==> src/rtl/piso_serial_tx_if.sv <==
// Word handshake and serial-link signals of piso_serial_tx.
// The master side (upstream logic) drives Load/Din. The slave side (the transmitter) drives the rest.
interface piso_serial_tx_if #(
  parameter int WIDTH = 8
);
  logic             Load;
  logic [WIDTH-1:0] Din;
  logic             Ready;
  logic             SerOut;
  logic             Frame;
  logic             Done;

  modport master (
    output Load, Din,
    input  Ready, SerOut, Frame, Done
  );

  modport slave (
    input  Load, Din,
    output Ready, SerOut, Frame, Done
  );
endinterface

==> src/rtl/piso_serial_tx.sv <==
// Parallel-in/serial-out transmitter: Load/Ready word handshake, DIV clocks per bit, idle-high line.
// Optional even-parity bit after the data bits when PISO_TX_PARITY_EN is defined.
module piso_serial_tx #(
  parameter int WIDTH     = 8,
  parameter int DIV       = 4,
  parameter bit MSB_FIRST = 1'b1
) (
  input  logic             Clock,
  input  logic             Reset,
  piso_serial_tx_if.slave  tx
);

  localparam int DW = (DIV   > 1) ? $clog2(DIV)   : 1;
  localparam int BW = (WIDTH > 1) ? $clog2(WIDTH) : 1;
  localparam logic [DW-1:0] DIV_LAST = DW'(DIV - 1);
  localparam logic [BW-1:0] BIT_LAST = BW'(WIDTH - 1);

  localparam logic [1:0] ST_IDLE  = 2'd0;
  localparam logic [1:0] ST_SHIFT = 2'd1;
`ifdef PISO_TX_PARITY_EN
  localparam logic [1:0] ST_PAR   = 2'd2;
`endif

  logic [1:0]       state;
  logic [WIDTH-1:0] sreg;
  logic [DW-1:0]    div_cnt;
  logic [BW-1:0]    bit_cnt;
  logic             done_q;
`ifdef PISO_TX_PARITY_EN
  logic             parity_q;
`endif

  // The output end of the register is the bit currently on the line.
  function automatic logic [WIDTH-1:0] shift_out(input logic [WIDTH-1:0] r);
    if (MSB_FIRST) return {r[WIDTH-2:0], 1'b0};
    else           return {1'b0, r[WIDTH-1:1]};
  endfunction

  // NOTE: all state here is plain flops, so every register gets the async reset value;
  // non-blocking assignments keep the updates order-independent within the edge.
  always_ff @(posedge Clock or negedge Reset) begin
    if (!Reset) begin
      state    <= ST_IDLE;
      sreg     <= '0;
      div_cnt  <= '0;
      bit_cnt  <= '0;
      done_q   <= 1'b0;
`ifdef PISO_TX_PARITY_EN
      parity_q <= 1'b0;
`endif
    end else begin
      done_q <= 1'b0;
      case (state)
        ST_IDLE: begin
          if (tx.Load) begin
            sreg     <= tx.Din;
            div_cnt  <= '0;
            bit_cnt  <= '0;
            state    <= ST_SHIFT;
`ifdef PISO_TX_PARITY_EN
            parity_q <= ^tx.Din;
`endif
          end
        end

        ST_SHIFT: begin
          if (div_cnt == DIV_LAST) begin
            div_cnt <= '0;
            sreg    <= shift_out(sreg);
            if (bit_cnt == BIT_LAST) begin
              bit_cnt <= '0;
`ifdef PISO_TX_PARITY_EN
              state   <= ST_PAR;
`else
              state   <= ST_IDLE;
              done_q  <= 1'b1;
`endif
            end else begin
              bit_cnt <= bit_cnt + 1'b1;
            end
          end else begin
            div_cnt <= div_cnt + 1'b1;
          end
        end

`ifdef PISO_TX_PARITY_EN
        ST_PAR: begin
          if (div_cnt == DIV_LAST) begin
            div_cnt <= '0;
            state   <= ST_IDLE;
            done_q  <= 1'b1;
          end else begin
            div_cnt <= div_cnt + 1'b1;
          end
        end
`endif

        default: state <= ST_IDLE;
      endcase
    end
  end

  assign tx.Ready = (state == ST_IDLE);
  assign tx.Frame = (state != ST_IDLE);
  assign tx.Done  = done_q;

  always_comb begin
    tx.SerOut = 1'b1;
    case (state)
      ST_SHIFT: tx.SerOut = MSB_FIRST ? sreg[WIDTH-1] : sreg[0];
`ifdef PISO_TX_PARITY_EN
      ST_PAR:   tx.SerOut = parity_q;
`endif
      default:  tx.SerOut = 1'b1;
    endcase
  end

endmodule
==> src/flat_wrapper.sv <==
// flat-port wrapper written by rule: the top's interface ports become plain ports
module piso_serial_tx_flat 
#(
  parameter int WIDTH     = 8,
  parameter int DIV       = 4,
  parameter bit MSB_FIRST = 1'b1
)
  (Clock, Reset, tx_Load, tx_Din, tx_Ready, tx_SerOut, tx_Frame, tx_Done);
  piso_serial_tx_if #(.WIDTH(WIDTH)) tx_i ();
  input  logic Clock;
  input  logic Reset;
  input wire logic [$bits(tx_i.Load)-1:0] tx_Load;
  input wire logic [$bits(tx_i.Din)-1:0] tx_Din;
  output wire logic [$bits(tx_i.Ready)-1:0] tx_Ready;
  output wire logic [$bits(tx_i.SerOut)-1:0] tx_SerOut;
  output wire logic [$bits(tx_i.Frame)-1:0] tx_Frame;
  output wire logic [$bits(tx_i.Done)-1:0] tx_Done;
  assign tx_i.Load = tx_Load;
  assign tx_i.Din = tx_Din;
  assign tx_Ready = tx_i.Ready;
  assign tx_SerOut = tx_i.SerOut;
  assign tx_Frame = tx_i.Frame;
  assign tx_Done = tx_i.Done;
  piso_serial_tx #(.WIDTH(WIDTH), .DIV(DIV), .MSB_FIRST(MSB_FIRST)) u_core (.Clock(Clock), .Reset(Reset), .tx(tx_i));
endmodule
==> config.mk <==
export PLATFORM = sky130hd
export DESIGN_NAME = piso_serial_tx_flat
export DESIGN_NICKNAME = d
export VERILOG_FILES = /design/src/rtl/piso_serial_tx_if.sv /design/src/rtl/piso_serial_tx.sv /design/src/flat_wrapper.sv
export SDC_FILE = /design/constraint.sdc
export NUM_CORES = 1
export LEC_CHECK = 0
export ABC_AREA = 1
export BUFFER_PORTS_ARGS = -buffer_cell sky130_fd_sc_hd__buf_2
export CAP_MARGIN = 20
export CORE_MARGIN = 1
export CORE_UTILIZATION = 46
export DETAILED_ROUTE_END_ITERATION = 6
export PLACE_DENSITY = 0.71
export SLEW_MARGIN = 15
export SYNTH_ARGS = -nofsm -noshare
export SYNTH_HDL_FRONTEND = slang
export SYNTH_SLANG_ARGS = --single-unit
==> constraint.sdc <==
create_clock -name Clock -period 1.3 [get_ports Clock]
set_clock_uncertainty 0.15 [all_clocks]
set_input_delay 0.13 -clock Clock [delete_from_list [all_inputs] [get_ports Clock]]
set_output_delay 0.13 -clock Clock [all_outputs]
set_load 0.05 [all_outputs]
== After elaboration in Yosys (flattened, before gate mapping) ==
Index checks and enable logic that the tools add are counted.
Widths: inputs -> output; s select.

* Add/subtract/negate cells: 2
* Multipliers: 0
* Divide/modulo/power cells: 0
* Magnitude comparators: 0
* Equality and inequality tests: 6
* Shift-type cells: 0
* Multiplexer cells: 18
* Bitwise logic cells: 0
* Reductions and logical operators: 6

{| class="wikitable"
|+ Operators with widths
! cell !! number
|-
| $mux 8 || 2
|-
| $pmux 8 s2 || 1
|-
| $mux 2 || 5
|-
| $mux 3 || 3
|-
| $pmux 2 s2 || 2
|-
| $pmux 3 s2 || 1
|-
| $reduce_and 3->1 || 2
|-
| $mux 1 || 4
|-
| $ne 2x1->1 const B || 2
|-
| $reduce_bool 2->1 || 2
|-
| $add 3x1->3 const B || 1
|-
| $eq 3x3->1 const B || 1
|-
| $add 2x1->2 const B || 1
|-
| $eq 2x1->1 const B || 1
|-
| $eq 2x2->1 const B || 1
|-
| $logic_not 2->1 || 1
|-
| $ne 2x2->1 const B || 1
|-
| $reduce_and 2->1 || 1
|}

* Register bits after elaboration: 16
* Latch bits: 0
* RAM bits: 0
* ROM bits: 0
* Output and inout port bits: 4
* Word-level logic and storage cells: 37
* Memories: 0

== Longest topological paths before layout ==
* Depth after elaboration: 4
* Depth in mapped cells: 6
* Depth with buffers taken out: 5

== Worst setup path after synthesis ==
No wires, ideal clock.

* Path type: reg2out
* Start point: register u_core.state[0]
* End point: output tx_SerOut
* Data arrival time: 1372 ps
* Setup slack: -352 ps
* Cell stages (with the launch flop): 4
* Path buffers: 1
* Cell sequence: dfrtp_1 > inv_2 > buf_6 > or2_1

* Cells in the longest elaborated chain, start to end: 2

{| class="wikitable"
|+ Ends and longest elaborated chain
! item !! RTL line !! source
|-
| from (decl) || piso_serial_tx.sv:24 || <nowiki>logic [1:0] state;</nowiki>
|-
| from (signal assigned) || piso_serial_tx.sv:43 || <nowiki>state <= ST_IDLE;</nowiki>
|-
| from (signal assigned) || piso_serial_tx.sv:59 || <nowiki>state <= ST_SHIFT;</nowiki>
|-
| from (signal assigned) || piso_serial_tx.sv:75 || <nowiki>state <= ST_IDLE;</nowiki>
|-
| $eq 2x1->1 || piso_serial_tx.sv:109 || <nowiki>case (state)</nowiki>
|-
| $mux 1 || piso_serial_tx.sv:109 ||
|-
| to (decl) || flat_wrapper.sv:15 || <nowiki>output wire logic [$bits(tx_i.SerOut)-1:0] tx_SerOut;</nowiki>
|}

Every way passes these cells.

== Worst setup path in the final report ==
Ends and elaborated chain as after synthesis.

==> results summary <==
The leakage power of the design came out at 0.593 nW. The clock insertion delay at the later pin of the skew report is 0.28 ns. Summing internal, switching and leakage power gives 1.91 mW. The worst hold-check path type is input port to asynchronous set/reset pin. The setup slack of the most critical reg-to-reg path came out at 0.05 ns.

The final number of setup-violating endpoints is 3. The data arrival time of the worst path came out at 1.11 ns. In this run the clock root is driven by a clkbuf_4. VDD sags by at most 1.22 mV. The final reports fail on negative setup slack. Global routing consumed, over all layers together, 21.5% of the routing resources. The count of final max-slew check failures is 0. The deepest clock path buffer count is 2. The routed design has 1700 microns of wire. STA classifies the critical path endpoint as an output pin. The number of hold violations in the final report is 0.

The startpoint identified for the worst register-to-register timing path is u_core.bit_cnt[0]$_DFFE_PN0P_. The number of violations reported at the end of detailed-routing iteration 0 is 15. After global routing, the most crowded layer is met2. The total negative slack for setup checks came out at -0.149 ns. Global routing consumed, on the met1 layer, 28.4% of the routing resources. For this run, global-route usage on met3 was measured as 7.76%.

The combined area of all synthesized cells came out at 736 sq um. The endpoint identified for the worst register-to-register timing path is u_core.bit_cnt[2]$_DFFE_PN0P_. The number of maximum-capacitance violations is 0.

The logic depth of the worst register-to-register path came out at 4. The initial antenna violation count came out at 0. The worst path uses 107% of the clock period.

In this design, the largest share of critical-path delay is due to flip-flops. The mean instance size in the synthesized netlist came out at 8.17 sq um. The synthesis-to-finish area growth is 42.9%. CTS saw 15 sinks. The post-synthesis register bit count came out at 15. Cells with a size suffix above 1 make up 29.4% of the layout. The synthesized design spends more area on one cell type than any other, namely dfrtp_1. The pin count of the biggest net entering global routing came out at 16. Together, buffers and inverters on the worst path number 2. The classification of the worst setup path is flop to output pin. In this design, the stage delay of the slowest critical-path cell is 0.41 ns. Dividing the detail-routed wire length by the instance count gives 12.0 microns. The DRC violation count after routing is 0. The number of cells produced by synthesis is 90. Input and output buffers added on the ports amount to 14. The vertical extent of the die came out at 42.0 microns. The remaining antenna violation count came out at 0. The cell at the slowest stage of the critical path is dfrtp_2. The maximum fanout along the worst path is 4. Setup repair after global routing could not meet its margin everywhere.

The die outline area is 1760 sq um. The storage element area is 377 sq um. The number of diodes added for antenna fixing is 0.

The number of fill cells in the layout came out at 126. The multi-input combinational cells in the finished layout cover a total of 338 sq um. The flow ran to the end, but the final reports show violations. The floorplan step set the die width to 42.0 microns.

The via count is 695. Once layout is done, the placed cells without fillers occupy 1050 sq um. The global-route congestion overflow total came out at 0. The first-pass iteration count of the detailed router came out at 4. The warning count from the yosys run is 0.

The total power density per cell area came out at 1820 nW/um^2. The placeable core region came out at 1510 sq um. The effective utilization at floorplan came out at 48.8%. The number of nets in the layout came out at 141. The depth of the CTS H-tree came out at 1. In this run, CTS created clock tree buffers numbering 3. After floorplanning, the core was divided into 14 placement rows.

For this run, the share of the core covered by cells in the final layout is 69.8%. The detail-routed via count per cell is 4.89. The setup slack of the critical path after layout is -0.0927 ns. The final period demand of the worst path came out at 1.39 ns.

The achievable frequency is 718 MHz. The most common cell after layout, fill and taps aside is nand2_1. In the post-synthesis netlist, the biggest area contributors are dfrtp_1, nand2_1, nand3_1. After synthesis, the largest area contributor takes up 51.0% of total cell area.

The post-synthesis sequential area ratio is 51.0%. The required arrival time at the worst endpoint is 1.02 ns. The worst slew slack as a fraction of its limit is 77.4%.

TritonCTS built the clock tree. The placed cell area came out at 855 sq um. The clock slew seen by the registers of the worst setup and hold paths came out at 0.08 ns. During I/O placement, the number of pins put on the boundary was 15. The worst hold slack after final layout came out at 0.124 ns. In the layout the commonest cells are nand2_1, dfrtp_1, nand3_1. The global-route wire length before repair came out at 2800 microns.

The unique cell type count in the Yosys netlist is 14. Once detailed placement completed, the half-perimeter wirelength came to 1090 microns. The startpoint class of the critical path is a flop.

The critical path goes through inv_4 -> or2_4 -> buf_8. The number of global-route vias before repair is 665. The global-route track usage on met2 is 33.8%.

For the pin with the worst max-slew slack, the measured transition is 0.339 ns. The placer congestion estimate is 0.720. The number of nets produced by synthesis is 104.
-- per-stage QoR --
stage	std cells	worst slack, ns
5_1_grt	142	-0.131
3_5_place_dp	124	0.0439
2_1_floorplan	90	-0.0897
6_report	142	-0.0927
4_1_cts	140	-0.106
3_3_place_gp	124	0.0733
-- how the worst max path moves through the flow --
stage / start / endpoint / slack [ns] / depth (start not counted)
final: u_core.state[0]$_DFFE_PN0P_ / tx_SerOut / -0.09 / 3
after global routing: u_core.state[0]$_DFFE_PN0P_ / tx_SerOut / -0.13 / 3
after CTS: u_core.state[0]$_DFFE_PN0P_ / tx_SerOut / -0.11 / 3
after detailed placement: u_core.div_cnt[0]$_DFFE_PN0P_ / u_core.sreg[2]$_DFFE_PN0P_ / 0.04 / 5
after global placement: u_core.bit_cnt[0]$_DFFE_PN0P_ / u_core.bit_cnt[2]$_DFFE_PN0P_ / 0.07 / 4
after floorplan: u_core.state[0]$_DFFE_PN0P_ / tx_SerOut / -0.09 / 3
-- cells in the mapped netlist, drive strengths merged --
| cell type | instances |
|---|---|
| or2 | 2 |
| nand3 | 13 |
| nand2 | 46 |
| dfrtp | 15 |
| nand4 | 1 |
| o21ai | 1 |
| ha | 3 |
| nor2 | 3 |
| inv | 2 |
| buf | 4 |
-- per-layer routing --
metal	wire length [microns]	vias up
met1	781	322
met3	59	2
li1	-	355
met5	0	-
met4	18	0
met2	845	16
-- sequential cells by signal (all words and copies together), names as in the netlist --
register / count
u_core.state: 1
u_core.bit_cnt: 3
u_core.tx.Done: 1
u_core.sreg: 8
u_core.div_cnt: 2
-- worst register-to-register path, cell delays in order, from the launching register on --
cell	delay, ns
dfrtp_1	0.40
ha_1	0.21
ha_1	0.27
nand3_1	0.08
nand2_1	0.05
-- power by group --
part / leakage (nW) / internal [mW] / switching [mW]
combinational: 0.384 / 0.448 / 0.490
sequential: 0.194 / 0.622 / 0.0913
clock: 0.0150 / 0.119 / 0.144
total: 0.593 / 1.19 / 0.725
-- kinds of logic after synthesis --
logic type | count (synthesis) | synth area share [%]
AND/OR/NAND/NOR | 65 | 37.4
flip-flops | 15 | 51.0
buffers and inverters | 6 | 5.78
adder cells (fa/ha/maj) | 3 | 5.10
AO/OA/AOI/OAI | 1 | 0.680
-- area by class of cell --
cell class                 instances  share of cell area [%]
multi-input combinational         69                    32.1
inverter                           2                   0.952
tap                               16                    1.90
timing repair buffer              36                    26.7
clock buffer                       4                    2.50
sequential                        15                    35.8
-- what timing repair did --
action | 4_1_cts | 5_1_grt
pin swaps | 0 | 2
buffers inserted | 2 | 2
resized for setup | 7 | 5
endpoints found under the setup margin | 3 | 14
hold buffers | 10 | 0
hold endpoints to repair | 23 | 0
(Power assumes the default switching activity.)
